--- src/rtl/display_axi_rd_arb.sv ---
// Two-requester AXI read arbiter for display fetch. One burst is outstanding
// at a time; requesters are served round-robin and read data is routed back
// only to the requester that owns the port.
module display_axi_rd_arb #(
    parameter int unsigned AXI_ADDR_WIDTH = 32,
    parameter int unsigned AXI_DATA_WIDTH = 64
) (
    input  logic                      pixel_clk,
    input  logic                      rst,

    input  logic [AXI_ADDR_WIDTH-1:0] s0_araddr,
    input  logic [7:0]                s0_arlen,
    input  logic                      s0_arvalid,
    output logic                      s0_arready,
    output logic [AXI_DATA_WIDTH-1:0] s0_rdata,
    output logic [1:0]                s0_rresp,
    output logic                      s0_rvalid,
    input  logic                      s0_rready,

    input  logic [AXI_ADDR_WIDTH-1:0] s1_araddr,
    input  logic [7:0]                s1_arlen,
    input  logic                      s1_arvalid,
    output logic                      s1_arready,
    output logic [AXI_DATA_WIDTH-1:0] s1_rdata,
    output logic [1:0]                s1_rresp,
    output logic                      s1_rvalid,
    input  logic                      s1_rready,

    output logic [AXI_ADDR_WIDTH-1:0] m_araddr,
    output logic [7:0]                m_arlen,
    output logic [2:0]                m_arsize,
    output logic [1:0]                m_arburst,
    output logic                      m_arvalid,
    input  logic                      m_arready,
    input  logic [AXI_DATA_WIDTH-1:0] m_rdata,
    input  logic [1:0]                m_rresp,
    input  logic                      m_rlast,
    input  logic                      m_rvalid,
    output logic                      m_rready,

    output logic                      busy,
    output logic                      grant_id,
    output logic                      err,
    input  logic                      err_clr
);

    typedef enum logic [1:0] {StIdle, StAddr, StData} state_e;

    state_e                    state_q, state_d;
    logic                      grant_q, grant_d;
    logic                      last_q, last_d;
    logic                      err_q, err_d;
    logic [AXI_ADDR_WIDTH-1:0] addr_q, addr_d;
    logic [7:0]                len_q, len_d;
    logic [7:0]                cnt_q, cnt_d;

    logic any_req;
    logic win;
    logic in_data;
    logic beat;
    logic beat_err;

    // Round-robin winner: a lone request wins, a tie goes to the one not served last.
    always_comb begin
        any_req = s0_arvalid | s1_arvalid;
        if (s0_arvalid && s1_arvalid) begin
            win = ~last_q;
        end else begin
            win = ~s0_arvalid;
        end
    end

    // Beat transfer and protocol-error detection against the remaining-beat counter.
    always_comb begin
        in_data  = (state_q == StData);
        beat     = in_data && m_rvalid && m_rready;
        beat_err = beat && ((m_rresp != 2'b00) ||
                            (m_rlast && (cnt_q != 8'd0)) ||
                            (!m_rlast && (cnt_q == 8'd0)));
    end

    // Next-state logic for the burst FSM and its datapath registers.
    always_comb begin
        state_d = state_q;
        grant_d = grant_q;
        last_d  = last_q;
        addr_d  = addr_q;
        len_d   = len_q;
        cnt_d   = cnt_q;
        unique case (state_q)
            StIdle: begin
                if (any_req) begin
                    grant_d = win;
                    addr_d  = win ? s1_araddr : s0_araddr;
                    len_d   = win ? s1_arlen : s0_arlen;
                    state_d = StAddr;
                end
            end
            StAddr: begin
                if (m_arready) begin
                    cnt_d   = len_q;
                    state_d = StData;
                end
            end
            StData: begin
                if (beat) begin
                    if (cnt_q != 8'd0) begin
                        cnt_d = cnt_q - 8'd1;
                    end
                    // Only rlast ends the burst, even if the count disagrees.
                    if (m_rlast) begin
                        last_d  = grant_q;
                        state_d = StIdle;
                    end
                end
            end
            default: state_d = StIdle;
        endcase
        // A new error wins over a simultaneous clear.
        if (beat_err) begin
            err_d = 1'b1;
        end else if (err_clr) begin
            err_d = 1'b0;
        end else begin
            err_d = err_q;
        end
    end

    // State and datapath registers with asynchronous reset.
    always_ff @(posedge pixel_clk or posedge rst) begin
        if (rst) begin
            state_q <= StIdle;
            grant_q <= 1'b0;
            last_q  <= 1'b1;
            err_q   <= 1'b0;
            addr_q  <= '0;
            len_q   <= 8'd0;
            cnt_q   <= 8'd0;
        end else begin
            state_q <= state_d;
            grant_q <= grant_d;
            last_q  <= last_d;
            err_q   <= err_d;
            addr_q  <= addr_d;
            len_q   <= len_d;
            cnt_q   <= cnt_d;
        end
    end

    // Handshake outputs; arready is gated by rst so it is low during reset.
    always_comb begin
        s0_arready = (state_q == StIdle) && any_req && !rst && !win;
        s1_arready = (state_q == StIdle) && any_req && !rst && win;
        m_arvalid  = (state_q == StAddr);
        m_rready   = in_data && (grant_q ? s1_rready : s0_rready);
        s0_rvalid  = in_data && m_rvalid && !grant_q;
        s1_rvalid  = in_data && m_rvalid && grant_q;
    end

    assign s0_rdata  = m_rdata;
    assign s1_rdata  = m_rdata;
    assign s0_rresp  = m_rresp;
    assign s1_rresp  = m_rresp;
    assign m_araddr  = addr_q;
    assign m_arlen   = len_q;
    assign m_arsize  = 3'd3;
    assign m_arburst = 2'd1;
    assign busy      = (state_q != StIdle);
    assign grant_id  = grant_q;
    assign err       = err_q;

endmodule

--- config.mk ---
export PLATFORM = sky130hd
export DESIGN_NAME = display_axi_rd_arb
export DESIGN_NICKNAME = d
export VERILOG_FILES = /design/src/rtl/display_axi_rd_arb.sv
export SDC_FILE = /design/constraint.sdc
export NUM_CORES = 1
export LEC_CHECK = 0
export ABC_AREA = 1
export CAP_MARGIN = 40
export CORE_AREA = 3 3 130 132
export CTS_CLUSTER_DIAMETER = 60
export DETAILED_ROUTE_END_ITERATION = 8
export DIE_AREA = 0 0 133 135
export PLACE_DENSITY = 0.65
export SLEW_MARGIN = 20
export SYNTH_ARGS = -nofsm -noshare
export SYNTH_HDL_FRONTEND = slang
export SYNTH_SLANG_ARGS = --single-unit
--- constraint.sdc ---
create_clock -name pixel_clk -period 1.7 [get_ports pixel_clk]
set_input_delay 0.51 -clock pixel_clk [delete_from_list [all_inputs] [get_ports pixel_clk]]
set_output_delay 0.51 -clock pixel_clk [all_outputs]
set_load 0.02 [all_outputs]
# Word-level counts from Yosys, hierarchy flattened
# Cells that the tools add are included.
word_totals:
  word_cells: 63
  inputBits: 156
  ff_bits: 53
  output_inout_bits: 186
op_classes:
  add_sub_neg: 1
  bitwise: 3
  reduce_logical: 30
  muxes: 15
  n_eq_ne: 7
op_table:
  columns: ["operator", "n"]
  rows:
  - ["32-bit 2-to-1 mux", 1]
  - ["8-bit 2-to-1 mux", 4]
  - ["8-bit case mux with 2 select lines", 1]
  - ["1-bit logical AND", 13]
  - ["8-bit logical NOT", 1]
  - ["2-bit 2-to-1 mux", 4]
  - ["4-bit AND reduction", 2]
  - ["2-bit nonzero test", 4]
  - ["8-bit nonzero test", 1]
  - ["8-bit by 1-bit subtractor with 8-bit output (second input constant)", 1]
  - ["2-bit by 1-bit != test with 1-bit output (second input constant)", 3]
  - ["2-bit case mux with 3 select lines", 1]
  - ["1-bit logical NOT", 4]
  - ["1-bit 2-to-1 mux", 4]
  - ["2-bit != test (second input constant)", 2]
  - ["3-bit AND reduction", 1]
  - ["2-bit by 1-bit equality test with 1-bit output (second input constant)", 1]
  - ["2-bit equality test (second input constant)", 1]
  - ["2-bit logical NOT", 1]
  - ["1-bit logical OR", 2]
  - ["1-bit NOT", 2]
  - ["2-bit AND reduction", 1]
  - ["1-bit OR", 1]

# Longest topological paths before layout
depth:
  ltp_word: 6
  ltp_mapped: 9
  ltp_nobuf: 9

# Least setup slack after synthesis
# No wires, ideal clock.
synth_path:
  path_type: "reg2out"
  from: "register state_q[0]"
  to: "output port s1_arready"
  n_path_buf: 1
  path_stages_with_launch: 5
  arrival_ns: 1.358
  required_ns: 1.190
  path_slack_ns: -0.168
  path_cell_list: "dfrtp_1 > nor2_2 > o21ai_2 > buf_2 > nor3_1"
synth_between:
  elab_chain_len: 4
synth_lines:
  columns: ["item", "line_no", "source"]
  rows:
  - ["from (decl)", "49", "state_e state_q, state_d;"]
  - ["from (signal assigned)", "132", "state_q <= StIdle;"]
  - ["from (signal assigned)", "140", "state_q <= state_d;"]
  - ["2-bit logical NOT", "153", "s1_arready = (state_q == StIdle) && any_req && !rst && win;"]
  - ["1-bit logical AND (3 in a row)", "153", null]
  - ["to (decl)", "23", "output logic s1_arready,"]
# No other way between the ends.

# Worst setup path after layout
layout_path:
  from: "register state_q[1]"
  to: "output port s0_arready"
layout_between:
  elab_chain_len: 4
layout_lines:
  columns: ["item", "line_no", "source"]
  rows:
  - ["2-bit logical NOT", "152", "s0_arready = (state_q == StIdle) && any_req && !rst && !win;"]
  - ["1-bit logical AND (3 in a row)", "152", null]
  - ["to (decl)", "14", "output logic s0_arready,"]
# No other way between the ends.

==> results by group <==
Run status
  – Failing checks: negative setup slack
  – Status: complete, but fails checks

Setup path
  – Arrival @ worst endpoint: 1.37 ns
  – Startpoint types: register
  – WS Path Type: reg -> out
  – Worst flop-to-flop path startpoint: state_q[1]
  – FF-to-FF path depth: 10
  – Worst setup startpoint: state_q[1]
  – Crit path to: s0_arready
  – R2r endpoint: m_araddr[30]
  – Critical path fanouts, max: 3
  – CP endpoint kind: primary output
  – Reg-to-reg slack, setup: -0.05 ns
  – Worst Path Required: 1.19 ns

Layout
  – Post-layout util: 0.327
  – Share of layout cells above drive strength 1: 0.194
  – # nets final: 697
  – Final Cell Area: 5170 um2
  – Area Overhead vs Synth: 38.9%
  – ANT cells: 0
  – Most frequent cells in the layout: nand2_1, clkdlybuf4s50_1, dfrtp_1, dlygate4sd2_1, buf_4
  – Final Non-Filler Cells: 756
  – Commonest non-fill, non-tap cell in the layout: nand2_1

STA
  – Skew final: 0.0104 ns
  – Setup-failing EPs final: 36
  – Crit share post-route: 1.11
  – Post-layout min period: 1.88 ns
  – RSZ-0062 raised after global routing: true
  – Final hold vios: 0
  – Post-route setup slack: -0.180 ns
  – Slew Viols, Final: 0
  – Fmax: 532 MHz
  – TNS Setup: -1.45 ns

Synth
  – Combinational family with the most area after synthesis: buffers and inverters
  – Syn avg cell area: 7.69 um2
  – Compound-Gate Fraction of Synth Area: 0.0666
  – Netlist cell types: 24
  – Area share of fa/ha/maj cells after synthesis: 0.00672
  – Ys Warns: 0
  – Cells after synthesis: 484
  – Cell area after synthesis: 3720 um2
  – Simple-gate share of the synthesized area: 0.243
  – Sequential area share after synthesis: 0.357
  – #FFs+latches synth: 53
  – Xor/xnor share of the synthesized area: 0
  – Multiplexer share of the synthesized area: 0

Global routing
  – Initial antenna violation count: 0
  – Global-route wire length before repair: 15,900 um
  – Vias in the first global route: 3,046
  – GRT overflow: 0
  – Largest net degree at the start of global routing: 44
  – GRT Total Usage: 0.113

Route
  – Detailed Routing Iterations Pass 1: 4
  – Vias per cell: 4.06
  – Final ANT Viol Nets: 0
  – DRC: 0
  – 1st-iter DRT viols: 74
  – Vias: 3,068
  – Drt wl/cell: 15.8 um
  – Final WL: 12,000 um

Clocking
  – Clk_lat worst skew: 0.30 ns
  – Hold_buf cts: 0
  – CTS Buffer Depth: 2
  – H-tree depth: 2
  – Clk slew on worst S/H paths: 0.08 ns
  – Root Buffer: clkbuf_16
  – CTS tree: built
  – CTS buffer count: 5
  – Clock tree sinks: 53

Floorplanning
  – Num ports: 342
  – Core footprint: 15,800 um2
  – Die Y: 135 um
  – Die X: 133 um
  – Num rows: 46
  – Initial Util: 0.235
  – Die Footprint: 18,000 um2

Place
  – Placed cell area: 4630 um2
  – GPL Wtd Cong: 0.818
  – Placed Instances: 726
  – Port buffer count: 144
  – DP HPWL: 7930 um

Hold path
  – Worst hold path class: in -> async

Flow run
  – Maxcap violations: 0

Power
  – Total power: 0.00887 W
  – VDD IR-drop max: 0.636 mV
  – Leak pwr: 2.52 nW
  – Power per standard cell area: 1710 nW/um2
layout make-up:
cell class / instances / area [um2]
fillers: 1672 / 10700
repair buffers: 196 / 2050
flip-flops and latches: 53 / 1330
multi-input cells: 260 / 1270
well taps: 216 / 270
clock buffers: 5 / 125
inverters: 23 / 90.1
clock inverters: 3 / 43.8
worst min path at each step:
stage,from,end,slack [ns],depth (start not counted)
floorplan,cnt_q[1],cnt_q[1],0.45,2
finish,rst,err,0.47,3
global route,rst,err,0.48,3
global placement,cnt_q[1],cnt_q[1],0.47,2
detailed placement,cnt_q[1],cnt_q[1],0.47,2
CTS,rst,m_araddr[31],0.47,3
registers in the layout (all words and copies together) (netlist names):
name      count
cnt_q         8
last_q        1
err           1
state_q       2
m_araddr     32
m_arlen       8
grant_id      1
worst max-delay path: stages (launching register included):
cell and delay, ns:
dfrtp_1 0.41, buf_6 0.13, nor2_4 0.15, inv_2 0.07
nor3_2 0.15, buf_4 0.16
per-layer routing:
layer,share of wire,up-vias,global-route usage
li1,-,1490,-
met1,0.38,1395,0.118
met2,0.51,151,0.188
met3,0.093,32,0.0577
met4,0.026,0,0.0589
met5,0,-,0
synth_stat cells:
cell type / n / area, um2
a21boi_1: 1 / 7.51
a21oi_1: 1 / 5.00
a22oi_1: 20 / 150
a31oi_1: 2 / 12.5
buf_2: 10 / 50.1
buf_4: 137 / 1030
buf_6: 4 / 45.0
conb_1: 2 / 7.51
dfrtp_1: 52 / 1300
dfstp_2: 1 / 26.3
ha_1: 2 / 25.0
inv_1: 20 / 75.1
inv_2: 3 / 11.3
nand2_1: 158 / 593
nand2_2: 3 / 18.8
nand3_1: 29 / 145
nand4_1: 1 / 6.26
nor2_1: 13 / 48.8
nor2_2: 3 / 18.8
nor2_4: 4 / 45.0
nor3_1: 4 / 20.0
o21ai_0: 11 / 55.1
o21ai_2: 2 / 17.5
or2_4: 1 / 8.76
power by group:
group	internal (W)	switching, W	total [W]
registers	0.00189	0.000438	0.00233
clock network	0.000699	0.000507	0.00121
logic	0.00244	0.00289	0.00533
through the flow:
stage          setup WS (ns)  hold WS, ns
2_1_floorplan        -0.0311        0.449
3_5_place_dp          -0.784        0.470
4_1_cts               -0.173        0.472
6_report              -0.180        0.468
3_3_place_gp          -0.789        0.467
5_1_grt               -0.248        0.481
cell families after synthesis:
kind of cell	count (synthesis)
AOI/OAI and AO/OA	37
adders and majority gates	2
buffers and inverters	174
DFF	53
other	2
and+or+nand+nor	216
what timing repair did:
action / in CTS / in global routing
pin swaps: 8 / 10
endpoints found under the setup margin: 94 / 57
resized for setup: 120 / 24
buffers inserted: 6 / 8
gates cloned: 0 / 10
Note: power is estimated with default switching activity, not from simulation.
